`src/rtl/carpma_birimi_pkg.sv`:
```
// carpma_birimi_pkg
//   Shared constants and decode helpers for the RV32M multiply unit.
//   - ISLEM_* : 2-bit operation codes (MUL, MULH, MULHSU, MULHU)
//   - VERI_BIT_VARSAYILAN / ETIKET_BIT_VARSAYILAN : default widths
//   - isaret_coz : operation -> operand signedness table
//   - ust_kelime : operation -> take high product word
package carpma_birimi_pkg;

  localparam int VERI_BIT_VARSAYILAN   = 32;
  localparam int ETIKET_BIT_VARSAYILAN = 4;

  localparam logic [1:0] ISLEM_MUL    = 2'b00;
  localparam logic [1:0] ISLEM_MULH   = 2'b01;
  localparam logic [1:0] ISLEM_MULHSU = 2'b10;
  localparam logic [1:0] ISLEM_MULHU  = 2'b11;

  typedef struct packed {
    logic islec0_isaretli;
    logic islec1_isaretli;
  } isaret_t;

  // MUL only keeps the low word, which is identical for any signedness,
  // so it is run unsigned like MULHU.
  function automatic isaret_t isaret_coz(input logic [1:0] islem);
    isaret_t sonuc;
    case (islem)
      ISLEM_MULH:   sonuc = '{islec0_isaretli: 1'b1, islec1_isaretli: 1'b1};
      ISLEM_MULHSU: sonuc = '{islec0_isaretli: 1'b1, islec1_isaretli: 1'b0};
      default:      sonuc = '{islec0_isaretli: 1'b0, islec1_isaretli: 1'b0};
    endcase
    return sonuc;
  endfunction

  function automatic logic ust_kelime(input logic [1:0] islem);
    return islem != ISLEM_MUL;
  endfunction

endpackage

```
`src/rtl/carpma_birimi_carpici.sv`:
```
// carpici
//   Combinational 32x32 -> 64 multiplier core with per-operand signedness.
//   Ports:
//     islec0, islec1                   : 32-bit operands
//     islec0_isaretli, islec1_isaretli : treat operand as two's complement
//     carpim                           : 64-bit product
module carpici (
  input  logic [31:0] islec0,
  input  logic [31:0] islec1,
  input  logic        islec0_isaretli,
  input  logic        islec1_isaretli,
  output logic [63:0] carpim
);

  logic [63:0] genis0;
  logic [63:0] genis1;

  // Extending both operands to 64 bits makes a plain 64-bit product exact
  // modulo 2^64 for every signedness combination.
  assign genis0 = {{32{islec0_isaretli & islec0[31]}}, islec0};
  assign genis1 = {{32{islec1_isaretli & islec1[31]}}, islec1};
  assign carpim = genis0 * genis1;

endmodule

```
`src/rtl/carpma_birimi.sv`:
```
// carpma_birimi
//   RV32M multiply execution unit: two-register pipeline (S1 operands,
//   S2 selected result) around the combinational carpici core.
//   Ports:
//     clk_i, rst_i                      : clock, async active-high reset
//     istek_gecerli_i / istek_hazir_o   : request handshake
//     islem_i, islec0_i, islec1_i       : operation and operands
//     etiket_i                          : request tag
//     temizle_i                         : flush all in-flight work
//     sonuc_gecerli_o / sonuc_hazir_i   : result handshake
//     sonuc_o, etiket_o                 : result word and its tag
//   Optional (macro CARPMA_SAYAC_EN):
//     tamamlanan_sayisi_o               : result transfers (wrapping)
//     durdurma_sayisi_o                 : cycles stalled by writeback
module carpma_birimi
  import carpma_birimi_pkg::*;
#(
  parameter int VERI_BIT   = VERI_BIT_VARSAYILAN,
  parameter int ETIKET_BIT = ETIKET_BIT_VARSAYILAN
) (
  input  logic                  clk_i,
  input  logic                  rst_i,
  input  logic                  istek_gecerli_i,
  output logic                  istek_hazir_o,
  input  logic [1:0]            islem_i,
  input  logic [VERI_BIT-1:0]   islec0_i,
  input  logic [VERI_BIT-1:0]   islec1_i,
  input  logic [ETIKET_BIT-1:0] etiket_i,
  input  logic                  temizle_i,
`ifdef CARPMA_SAYAC_EN
  output logic [31:0]           tamamlanan_sayisi_o,
  output logic [31:0]           durdurma_sayisi_o,
`endif
  output logic                  sonuc_gecerli_o,
  input  logic                  sonuc_hazir_i,
  output logic [VERI_BIT-1:0]   sonuc_o,
  output logic [ETIKET_BIT-1:0] etiket_o
);

  logic                  s1_v;
  logic [1:0]            s1_islem;
  logic [VERI_BIT-1:0]   s1_islec0;
  logic [VERI_BIT-1:0]   s1_islec1;
  logic [ETIKET_BIT-1:0] s1_etiket;

  logic                  s2_v;
  logic [VERI_BIT-1:0]   s2_sonuc;
  logic [ETIKET_BIT-1:0] s2_etiket;

  logic                  s2_ilerle;
  logic                  s1_ilerle;
  logic                  istek_al;
  isaret_t               isaret;
  logic [63:0]           carpim;
  logic [VERI_BIT-1:0]   secilen;

  assign s2_ilerle     = ~s2_v | sonuc_hazir_i;
  assign s1_ilerle     = s1_v & s2_ilerle;
  assign istek_hazir_o = ~rst_i & ~temizle_i & (~s1_v | s2_ilerle);
  assign istek_al      = istek_gecerli_i & istek_hazir_o;

  assign isaret = isaret_coz(s1_islem);

  carpici u_carpici (
    .islec0          (s1_islec0),
    .islec1          (s1_islec1),
    .islec0_isaretli (isaret.islec0_isaretli),
    .islec1_isaretli (isaret.islec1_isaretli),
    .carpim          (carpim)
  );

  assign secilen = ust_kelime(s1_islem) ? carpim[63:32] : carpim[31:0];

  always_ff @(posedge clk_i or posedge rst_i) begin
    if (rst_i) begin
      s1_v <= 1'b0;
      s2_v <= 1'b0;
    end else if (temizle_i) begin
      s1_v <= 1'b0;
      s2_v <= 1'b0;
    end else begin
      if (istek_al) begin
        s1_v <= 1'b1;
      end else if (s1_ilerle) begin
        s1_v <= 1'b0;
      end
      if (s2_ilerle) begin
        s2_v <= s1_v;
      end
    end
  end

  always_ff @(posedge clk_i or posedge rst_i) begin
    if (rst_i) begin
      s1_islem  <= ISLEM_MUL;
      s1_islec0 <= '0;
      s1_islec1 <= '0;
      s1_etiket <= '0;
    end else if (istek_al) begin
      s1_islem  <= islem_i;
      s1_islec0 <= islec0_i;
      s1_islec1 <= islec1_i;
      s1_etiket <= etiket_i;
    end
  end

  // A flushed S1 entry is dropped, so S2 data is not updated from it.
  always_ff @(posedge clk_i or posedge rst_i) begin
    if (rst_i) begin
      s2_sonuc  <= '0;
      s2_etiket <= '0;
    end else if (s1_ilerle && !temizle_i) begin
      s2_sonuc  <= secilen;
      s2_etiket <= s1_etiket;
    end
  end

  assign sonuc_gecerli_o = s2_v;
  assign sonuc_o         = s2_sonuc;
  assign etiket_o        = s2_etiket;

`ifdef CARPMA_SAYAC_EN
  logic [31:0] tamamlanan_q;
  logic [31:0] durdurma_q;

  // Counters ignore temizle_i: a transfer in a flush cycle still counts.
  always_ff @(posedge clk_i or posedge rst_i) begin
    if (rst_i) begin
      tamamlanan_q <= '0;
      durdurma_q   <= '0;
    end else begin
      if (s2_v && sonuc_hazir_i) begin
        tamamlanan_q <= tamamlanan_q + 32'd1;
      end
      if (s2_v && !sonuc_hazir_i) begin
        durdurma_q <= durdurma_q + 32'd1;
      end
    end
  end

  assign tamamlanan_sayisi_o = tamamlanan_q;
  assign durdurma_sayisi_o   = durdurma_q;
`endif

endmodule
```
`config.mk`:
```
export PLATFORM = sky130hd
export DESIGN_NAME = carpma_birimi
export DESIGN_NICKNAME = d
export VERILOG_FILES = /design/src/rtl/carpma_birimi_pkg.sv /design/src/rtl/carpma_birimi_carpici.sv /design/src/rtl/carpma_birimi.sv
export SDC_FILE = /design/constraint.sdc
export NUM_CORES = 2
export LEC_CHECK = 0
export BUFFER_PORTS_ARGS = -buffer_cell sky130_fd_sc_hd__buf_2
export CORE_MARGIN = 10
export CORE_UTILIZATION = 65
export CTS_CLUSTER_SIZE = 40
export DETAILED_ROUTE_END_ITERATION = 10
export GPL_ROUTABILITY_DRIVEN = 1
export PLACE_DENSITY = 0.94
export REMOVE_ABC_BUFFERS = 1
export SETUP_SLACK_MARGIN = 0.15
export SKIP_CTS_REPAIR_TIMING = 1
export SYNTH_ARGS = -nofsm -noshare
export SYNTH_HDL_FRONTEND = slang
export SYNTH_SLANG_ARGS = --single-unit
```
`constraint.sdc`:
```
create_clock -name clk_i -period 16.2 [get_ports clk_i]
set_input_delay 4.05 -clock clk_i [delete_from_list [all_inputs] [get_ports clk_i]]
set_output_delay 4.05 -clock clk_i [all_outputs]
set_load 0.005 [all_outputs]
```
==> flow_summary.toml <==
[status]
outcome = "finished clean"

[place]
place.port_buffers = 112
place.gp.congestion = 1.01
dp_hpwl_mm = 97.5

[synthesis]
synth_compound_area_frac = 0.0431
synth-edff-count = 0
yosysSeqAreaShare = 0.0636
netlist_area_um2 = 42500
yosys.area_share.simple = 0.135
ys_seq_elements = 108
synth_top_family_by_area = "adder cells"
synthTopCellsByArea = "fa_1 53%, inv_1 11%, nand2_1 7.5%"
netlist_instances = 4597
synth_top_area_frac = 0.530
synth_cell_types = 77
synth_top_area_cell = "fa_1"
synthAdderAreaFrac = 0.593
syn_avg_cell_area_um2 = 9.25
synth-warning-count = 0
muxShareOfSynthArea = 0.0192
synthXorXnorAreaFrac = 0.0148
synthFlopType = "dfrtp_1"
synthArstFlopShare = 1.00

[global_route]
grt_pass1_vias = 37400
grt_antenna_before_repair = 6
grt_usage = 0.336
grt_pass1_wl_mm = 195
grt_max_degree = 72
grt_overflow_total = 0

[cells_and_area]
area_growth_pct = 3.23
drive_gt1_frac = 0.0687
insertedDiodeCount = 0
finish.net_count = 5936

[clock_network]
cts_made_buffers = 9
htreeDepth = 3
clockRootBuffer = "clkbuf_16"
clkLatencyLatePin_ps = 440
cts_tree = "yes"
clk_pin_slew_ps = 120
cts_sinks = 108
clock_path_buffers = 2

[route]
top_layer = "met5"
drt_iter0_drc = 2987
met3_length_mm = 13.6
ant_nets = 0
met2_length_mm = 58.8
wl_mm = 122
vias = 32600
routedWlPerCell_um = 22.7
wl_met1_mm = 38.4
firstDrtPassIters = 6
drc_errors = 0
vias_per_cell = 6.06

[worst_setup_path]
crit_type = "reg -> reg"
crit_required_ps = 16480
crit_path_top_delay_cell = "fa_1"
slowest_delay_ps = 890
rrSetupSlack_ps = 6240
r2r-start = "s1_islem[0]"
r2r_end = "sonuc_o[27]"
worst-path-buf-inv = 8
cp_data_arrival_time_ps = 10240
cp_max_fo = 19
cp-end-kind = "flip-flop"
cp-start-kind = "flip-flop"
reg2reg_depth = 31
critical_path.top_delay_family = "adder cells"

[floorplan]
core-area_um2 = 64600
num_rows = 93
die_y_um = 276
ios = 113
die_area_um2 = 76000
start_util = 0.658
die_x_um = 276

[worst_hold_path]
hold_depth = 2
hold_end = "sonuc_o[12]"
hp-start = "sonuc_o[12]"
min_path_type = "reg -> reg"

[sta]
tns_ps = 0
clock-skew-final_ps = 31.8
slew_violations = 0
tightestPinTransition_ps = 1090
finalCriticalPeriod_ps = 9960
setup_viol = 0
grt_setup_unrepaired = "no"
period_share = 0.615
relSlewSlack = 0.272
fmax_mhz = 100
finalHoldViolations = 0

[job]
cap_violations = 0
how the worst max path moves through the flow:
stage                  endpoint  slack [ps]  depth (start not counted)     startpoint
floorplan           sonuc_o[27]        7360                         29  s1_islec0[31]
global placement    sonuc_o[27]        6680                         31    s1_islem[0]
detailed placement  sonuc_o[27]        6380                         31    s1_islem[0]
CTS                 sonuc_o[27]        6290                         31    s1_islem[0]
global route        sonuc_o[27]        5620                         31    s1_islem[1]
finish              sonuc_o[27]        6240                         31    s1_islem[0]
synthesized netlist by cell type (all sizes together), types with 23 or more instances:
library cell,number
fa,1125
ha,214
a21oi,74
clkbuf,253
nor2,61
and3,23
dfrtp,108
o21ai,62
a21o,37
nand2,852
and2,280
xnor2,53
mux2,70
inv,1197
cells by family after synthesis:
| logic type | count (synthesis) |
|---|---|
| multiplexers | 73 |
| flip-flops | 108 |
| XOR/XNOR | 72 |
| AND/OR/NAND/NOR | 1279 |
| adder cells (fa/ha/maj) | 1339 |
| buffers and inverters | 1462 |
| AO/OA/AOI/OAI | 264 |
metrics by stage:
| step | setup WS [ps] | utilization | instances | hold slack, ps | instance area [µm²] |
|---|---|---|---|---|---|
| after CTS | 6290 | 0.680 | 5382 | 484 | 43900 |
| after global placement | 6680 | 0.675 | 5366 | 439 | 43600 |
| after global routing | 5620 | 0.680 | 5382 | 502 | 43900 |
| final | 6240 | 0.680 | 5382 | 484 | 43900 |
| after detailed placement | 6380 | 0.675 | 5366 | 460 | 43600 |
| after floorplan | 7360 | - | 4332 | 433 | 41400 |
layer usage:
layer	GRT usage	vias to the layer above
li1	-	13000
met1	0.375	16400
met2	0.549	2407
met4	0.260	8
met5	0	-
met3	0.0847	870
cells in the final DEF (no fill, tap or decap), types with 13 or more instances in the layout:
cell / count
dfrtp_1: 102
and3_1: 20
nor2_1: 61
nand3_1: 13
buf_2: 112
buf_4: 67
a21o_1: 36
nand2_1: 850
inv_1: 1196
ha_1: 213
fa_1: 1125
xor2_1: 19
xnor2_1: 53
mux2_2: 70
o21ai_0: 59
a21oi_1: 74
and2_1: 276
state kept, by name (all words and copies together), names as in the netlist:
register         count
etiket_o             4
s1_islem             2
sonuc_o             32
s1_islec0           32
s1_v                 1
s1_etiket            4
sonuc_gecerli_o      1
s1_islec1           32
worst min-delay path, cell delays in order (launching register included):
cell	delay, ps
dfrtp_1	350
nand2_1	40
o21ai_0	60
cell type report:
type,instances,area (µm²)
fill,4492,20700
tap,855,1070
clock inverter,7,86.3
timing repair buffer,179,1060
inverter,1197,4500
clock buffer,9,225
sequential,108,2710
multi-input combinational,3027,34200
Power is not shown: default switching activity piles up to over one toggle a cycle in this logic, so the estimate is an artifact.
